<file path="src/rtl/vga_palette_ctrl.sv">
`default_nettype none
// +----------------------------------------------------------------------------+
// | Module   : vga_palette_ctrl                                                |
// | Purpose  : 16-entry x 12-bit programmable palette for the VGA text path.   |
// |            CPU writes are queued in a small FIFO and committed one per     |
// |            cycle, only while the display is blanking, so visible pixels    |
// |            never tear. A registered lookup turns fg/bg indices into packed |
// |            8-bit R/G/B (fg nibble in [7:4], bg nibble in [3:0]).           |
// | Options  : PALETTE_BLINK_EN - when defined, a vsync-driven frame counter   |
// |            toggles a blink phase; during the "off" phase, pixels with      |
// |            fg[3]=1 show the background colour in the fg nibbles.          |
// | Ports    : clk, rst          - clock, synchronous active-high reset        |
// |            wr_valid/ready   - CPU write handshake (ready = FIFO not full)  |
// |            wr_index, wr_rgb - palette entry and {R,G,B} nibbles            |
// |            pend_cnt         - writes queued but not yet committed         |
// |            blank            - 1 outside active video, commits allowed      |
// |            vsync_pulse      - one-cycle frame-start pulse (blink only)     |
// |            pix_valid, fg, bg- lookup request                              |
// |            rgb_valid, R,G,B - lookup result, one cycle later              |
// | Revision : 1.0 - initial release                                           |
// +----------------------------------------------------------------------------+
module vga_palette_ctrl #(
    parameter int PEND_DEPTH   = 4,
    parameter int BLINK_FRAMES = 16
) (
    input  logic                          clk,
    input  logic                          rst,
    input  logic                          wr_valid,
    output logic                          wr_ready,
    input  logic [3:0]                    wr_index,
    input  logic [11:0]                   wr_rgb,
    output logic [$clog2(PEND_DEPTH):0]   pend_cnt,
    input  logic                          blank,
    input  logic                          vsync_pulse,
    input  logic                          pix_valid,
    input  logic [3:0]                    fg,
    input  logic [3:0]                    bg,
    output logic                          rgb_valid,
    output logic [7:0]                    R,
    output logic [7:0]                    G,
    output logic [7:0]                    B
);

    localparam int c_ptr_w = $clog2(PEND_DEPTH);
    localparam int c_cnt_w = c_ptr_w + 1;
    localparam logic [c_cnt_w-1:0] c_full_cnt = c_cnt_w'(PEND_DEPTH);

    // Power-on palette contents.
    function automatic logic [11:0] f_default(input logic [3:0] idx);
        f_default = 12'h000;
        case (idx)
            4'd0:  f_default = 12'h000;
            4'd1:  f_default = 12'h800;
            4'd2:  f_default = 12'hF00;
            4'd3:  f_default = 12'hF0F;
            4'd4:  f_default = 12'h088;
            4'd5:  f_default = 12'h080;
            4'd6:  f_default = 12'h0F0;
            4'd7:  f_default = 12'h0FF;
            4'd8:  f_default = 12'h008;
            4'd9:  f_default = 12'h808;
            4'd10: f_default = 12'h00F;
            4'd11: f_default = 12'hCCC;
            4'd12: f_default = 12'h888;
            4'd13: f_default = 12'h880;
            4'd14: f_default = 12'hFF0;
            4'd15: f_default = 12'hFFF;
            default: f_default = 12'h000;
        endcase
    endfunction

    // ------------------------------------------------------------------
    // Pending-write FIFO: entries are {index[3:0], rgb[11:0]}
    // ------------------------------------------------------------------
    logic [15:0]        r_fifo_mem [PEND_DEPTH];
    logic [c_ptr_w-1:0] r_wr_ptr;
    logic [c_ptr_w-1:0] r_rd_ptr;
    logic [c_cnt_w-1:0] r_count;

    logic        w_push;
    logic        w_pop;
    logic [15:0] w_head;

    // Ready looks only at occupancy so it never depends on same-cycle pop.
    assign wr_ready = (r_count != c_full_cnt);
    assign w_push   = wr_valid && wr_ready;
    assign w_pop    = blank && (r_count != '0);
    assign w_head   = r_fifo_mem[r_rd_ptr];
    assign pend_cnt = r_count;

    // Storage needs no reset: occupancy alone decides what is valid.
    always_ff @(posedge clk) begin
        if (w_push) begin
            r_fifo_mem[r_wr_ptr] <= {wr_index, wr_rgb};
        end
    end

    always_ff @(posedge clk) begin
        if (rst) begin
            r_wr_ptr <= '0;
            r_rd_ptr <= '0;
            r_count  <= '0;
        end else begin
            if (w_push) r_wr_ptr <= r_wr_ptr + 1'b1;
            if (w_pop)  r_rd_ptr <= r_rd_ptr + 1'b1;
            case ({w_push, w_pop})
                2'b10:   r_count <= r_count + 1'b1;
                2'b01:   r_count <= r_count - 1'b1;
                default: r_count <= r_count;
            endcase
        end
    end

    // ------------------------------------------------------------------
    // Palette storage; one commit per cycle from the FIFO head.
    // ------------------------------------------------------------------
    logic [11:0] r_pal [16];

    always_ff @(posedge clk) begin
        if (rst) begin
            for (int i = 0; i < 16; i++) begin
                r_pal[i] <= f_default(4'(i));
            end
        end else if (w_pop) begin
            r_pal[w_head[15:12]] <= w_head[11:0];
        end
    end

    // ------------------------------------------------------------------
    // Foreground selection (blink substitutes bg for fg when enabled)
    // ------------------------------------------------------------------
    logic [3:0] w_fg_sel;

`ifdef PALETTE_BLINK_EN
    localparam int c_frm_w = (BLINK_FRAMES > 1) ? $clog2(BLINK_FRAMES) : 1;
    localparam logic [c_frm_w-1:0] c_frm_last = c_frm_w'(BLINK_FRAMES - 1);

    logic [c_frm_w-1:0] r_frame_cnt;
    logic               r_blink_on;

    always_ff @(posedge clk) begin
        if (rst) begin
            r_frame_cnt <= '0;
            r_blink_on  <= 1'b1;
        end else if (vsync_pulse) begin
            if (r_frame_cnt == c_frm_last) begin
                r_frame_cnt <= '0;
                r_blink_on  <= ~r_blink_on;
            end else begin
                r_frame_cnt <= r_frame_cnt + 1'b1;
            end
        end
    end

    assign w_fg_sel = (!r_blink_on && fg[3]) ? bg : fg;
`else
    logic w_unused_vsync;
    assign w_unused_vsync = vsync_pulse;
    assign w_fg_sel       = fg;
`endif

    // ------------------------------------------------------------------
    // Registered lookup. Reads see the palette before any commit on the
    // same edge, so a same-cycle commit returns the old colour.
    // ------------------------------------------------------------------
    logic [11:0] w_fg_c;
    logic [11:0] w_bg_c;

    assign w_fg_c = r_pal[w_fg_sel];
    assign w_bg_c = r_pal[bg];

    always_ff @(posedge clk) begin
        if (rst) begin
            rgb_valid <= 1'b0;
            R         <= 8'h00;
            G         <= 8'h00;
            B         <= 8'h00;
        end else begin
            rgb_valid <= pix_valid;
            if (pix_valid) begin
                R <= {w_fg_c[11:8], w_bg_c[11:8]};
                G <= {w_fg_c[7:4],  w_bg_c[7:4]};
                B <= {w_fg_c[3:0],  w_bg_c[3:0]};
            end
        end
    end

endmodule
`default_nettype wire

</file>
<file path="config.mk">
export PLATFORM = sky130hd
export DESIGN_NAME = vga_palette_ctrl
export DESIGN_NICKNAME = d
export VERILOG_FILES = /design/src/rtl/vga_palette_ctrl.sv
export SDC_FILE = /design/constraint.sdc
export NUM_CORES = 1
export LEC_CHECK = 0
export ABC_AREA = 1
export CAP_MARGIN = 15
export CORE_ASPECT_RATIO = 1.2
export CORE_MARGIN = 1
export CORE_UTILIZATION = 35
export CTS_CLUSTER_DIAMETER = 30
export DETAILED_ROUTE_END_ITERATION = 10
export PLACE_DENSITY = 0.59
export SLEW_MARGIN = 20
export SYNTH_ARGS = -nofsm -noshare
export SYNTH_HDL_FRONTEND = slang
export SYNTH_SLANG_ARGS = --single-unit
</file>
<file path="constraint.sdc">
create_clock -name clk -period 2.3 [get_ports clk]
set_input_delay 0.345 -clock clk [delete_from_list [all_inputs] [get_ports clk]]
set_output_delay 0.345 -clock clk [all_outputs]
set_load 0.01 [all_outputs]
</file>
==> impl_results.md <==
* Syn Nets at 1738
* Critical-path cell list: inv_1 -> nand3_1 -> clkdlybuf4s50_1
* First-pass GRT wire length at ~69 mm
* I/O pin cnt at 59
* Post-synthesis xor/xnor area fraction at 0
* Die area at 0.0422 mm^2
* Sequential fraction of the synthesis area at 0.577
* Share of layout cells above drive strength 1 at 0.124
* Pwr Density at 1040 mW/mm^2
* Avg Inst Size Synth at 8.51 um^2
* Area leader, netlist: edfxtp_1
* Initial drt markers at 1332
* Top cell type's share of synthesized area at 0.531
* Grt ovf at 0
* Layout area overhead at 25.6%
* WP data arrival at 1.68 ns
* Post-synth cell types at 26
* FP Rows at 81
* Fin. Hold Viols at 0
* Initial antenna violation count at 1
* Largest net degree at the start of global routing at 97
* Synth Area in Simple Gates at 0.339
* Largest family of logic cells by synthesized area: simple AND/OR/NAND/NOR gates
* Setup CP Type: flop to primary output
* Post-synthesis mux area share at 0
* Root Buffer: clkbuf_16
* Die X at roughly 190 um
* CTS buffer count at 60
* Seq cells post-synth at 290
* Via Count at between 10000 and 15000
* Latest clock arrival within the worst-skew pair at a little under 0.6 ns
* Die Y at 225 um
* Core ar. at 0.0407 mm^2
* Via-to-Cell Ratio at 5.21
* Warnings, synthesis at 0
* Final setup fails at 0
* Number of remaining DRC errors at 0
* Synthesized cell area at 0.0145 mm^2
* Crit-path max FO at 3
* Ant diodes at 0
* H-tree Lvls at 2
* CTS tree: built
* Pre-antenna DRT Iters at 6
* Reg clk slew, reported paths at 0.05 ns
* Leakage dissipation at 7.54 nW
* Tightest Pin Transition at 0.607 ns
* Critical path's slowest cell: clkdlybuf4s50_1
* RSZ-0062 raised after global routing: false
* Tmin final at 2.03 ns
* CP endpoint kind: primary output
* Final #Nets at 1822
* CTS Buffer Depth at 3
* Starting Density at 0.356
* Gpl congestion at 0.884
* Post-Synth Adder-Cell Area at 0.00570
* Max Slew Vio Count at 0
* Slew margin rel. at 0.596
* Period utilization at 0.881
* Slowest cell delay on critical path at about 0.54 ns
* Hold WC Path Type: input pin to flop
* Worst Skew at 0.0187 ns
* Worst Setup Start Kind: flop
* Vias in the first global route at roughly 12000
* Post-route ant nets at 0
* Final core utilization at 0.447
* Maximum vdd drop at approximately 700 uV
* CP required at 1.96 ns
* Dpl hpwl at 28.4 mm
* Setup TNS at 0 ns
* Max Fclk at just under 500 MHz
* Max cap viols at 0
* Input/output buffers at 57
* Routed len/inst at 18.8 um
* Gate Count Post-Synth at roughly 1700
* Compound-Gate Fraction of Synth Area at 0.0198
* GRT Util Overall at 0.214
* Clock sinks at 290
* Synth area leaders: edfxtp_1 (53%), nand2_1 (17%), nand3_1 (11%), nor2_1 (4.8%), dfxtp_1 (4.7%)
* Status: finished, final reports clean
* Post-CTS Setup Repair Bufs at 0
* Total wire length at 44.7 mm
cell usage after synthesis:
cell type and count:
inv_1 61, nand2_4 2, a32o_1 11, buf_2 37, buf_6 8, nor2_1 185, inv_4 2, buf_4 7
a21oi_1 21, fa_1 1, nand2_2 11, inv_2 10, nor2_4 2, nand3_2 2, dfxtp_1 34, o21ai_0 11
buf_1 15, a32o_2 1, ha_1 5, o21ai_1 1, nand3_1 319, clkbuf_1 48, nand2_1 648, nor2_2 2
edfxtp_1 256, nor2_8 2
final timing paths:
path / end / slack (ns) / cells past startpoint / start
worst max-delay path: wr_ready / 0.27 / 3 / pend_cnt[1]$_SDFFE_PP0P_
worst max register to register: r_pal[12][3]$_SDFFCE_PN1P_ / 0.35 / 9 / flop
worst min-delay path: r_fifo_mem[1][15]$_DFFE_PP_ / 0.41 / 1 / wr_index[3]
worst min register to register: flop / 0.46 / 2 / r_rd_ptr[1]$_SDFFE_PP0P_
routing by layer:
layer / GRT usage / vias up / part of all wire
met3: 0.0367 / 106 / 0.084
li1: - / 5824 / -
met2: 0.346 / 642 / 0.46
met1: 0.279 / 5814 / 0.41
met4: 0.0991 / 0 / 0.041
met5: 0 / - / 0
worst max-delay path: cells and delay by family (launching register included):
kind                   cells  cell delay (ns)
AND/OR/NAND/NOR            1             0.11
flip-flops                 1             0.36
buffers and inverters      2             0.64
kinds of logic (layout without fill, tap and decap cells):
| kind of cell | count (synthesis) | in the layout |
|---|---|---|
| and+or+nand+nor | 1173 | 1173 |
| DFF | 290 | 290 |
| buffers and inverters | 188 | 324 |
| AOI/OAI and AO/OA | 45 | 45 |
| adders and majority gates | 6 | 6 |
power by group:
part / leakage, nW / switching [mW] / total, mW / internal, mW
clock network: 1.07 / 3.00 / 9.26 / 6.27
logic: 3.85 / 2.36 / 3.31 / 0.945
registers: 2.62 / 0.170 / 6.27 / 6.10
sequential cells by signal, indices dropped and copies added, names as in the netlist, named ones only:
| name | count |
|---|---|
| r_fifo_mem | 64 |
| pend_cnt | 3 |
| rgb_valid | 1 |
| r_wr_ptr | 2 |
| r_rd_ptr | 2 |
| G | 8 |
| R | 8 |
| r_pal | 192 |
| B | 8 |
through the flow:
stage / power, mW / hold slack (ns) / area [um^2] / setup slack (ns) / cells
detailed placement: 9.66 / 0.454 / 16000 / 0.108 / 2263
CTS: 19.0 / 0.369 / 18200 / 0.139 / 2377
global route: 19.5 / 0.393 / 18200 / 0.109 / 2377
global placement: 9.60 / 0.449 / 16000 / 0.112 / 2263
floorplan: 8.22 / 0.436 / 14500 / 0.187 / 1702
finish: 18.8 / 0.406 / 18200 / 0.273 / 2377
cell usage in the layout, fill, tap and decap left out, types with 12 or more instances in the layout:
cell / instances
nand2_1: 648
nand3_1: 319
edfxtp_1: 256
nor2_1: 185
clkbuf_16: 63
buf_4: 62
inv_1: 61
clkdlybuf4s50_1: 53
dfxtp_1: 33
a21oi_1: 21
buf_12: 19
inv_6: 12
cell type report:
type | count | area [um^2]
Sequential cell | 290 | 8370
Clock inverter | 44 | 574
Fill cell | 3927 | 22500
Clock buffer | 70 | 1630
Multi-Input combinational cell | 1224 | 5280
Timing Repair Buffer | 137 | 1390
Tap cell | 539 | 674
Inverter | 73 | 279
timing repair:
| item | in CTS | in global routing |
|---|---|---|
| resized for setup | 0 | 1 |
| hold buffers | 0 | 0 |
| endpoints found under the setup margin | 0 | 2 |
No activity file was read; power rests on OpenSTA's default activity.
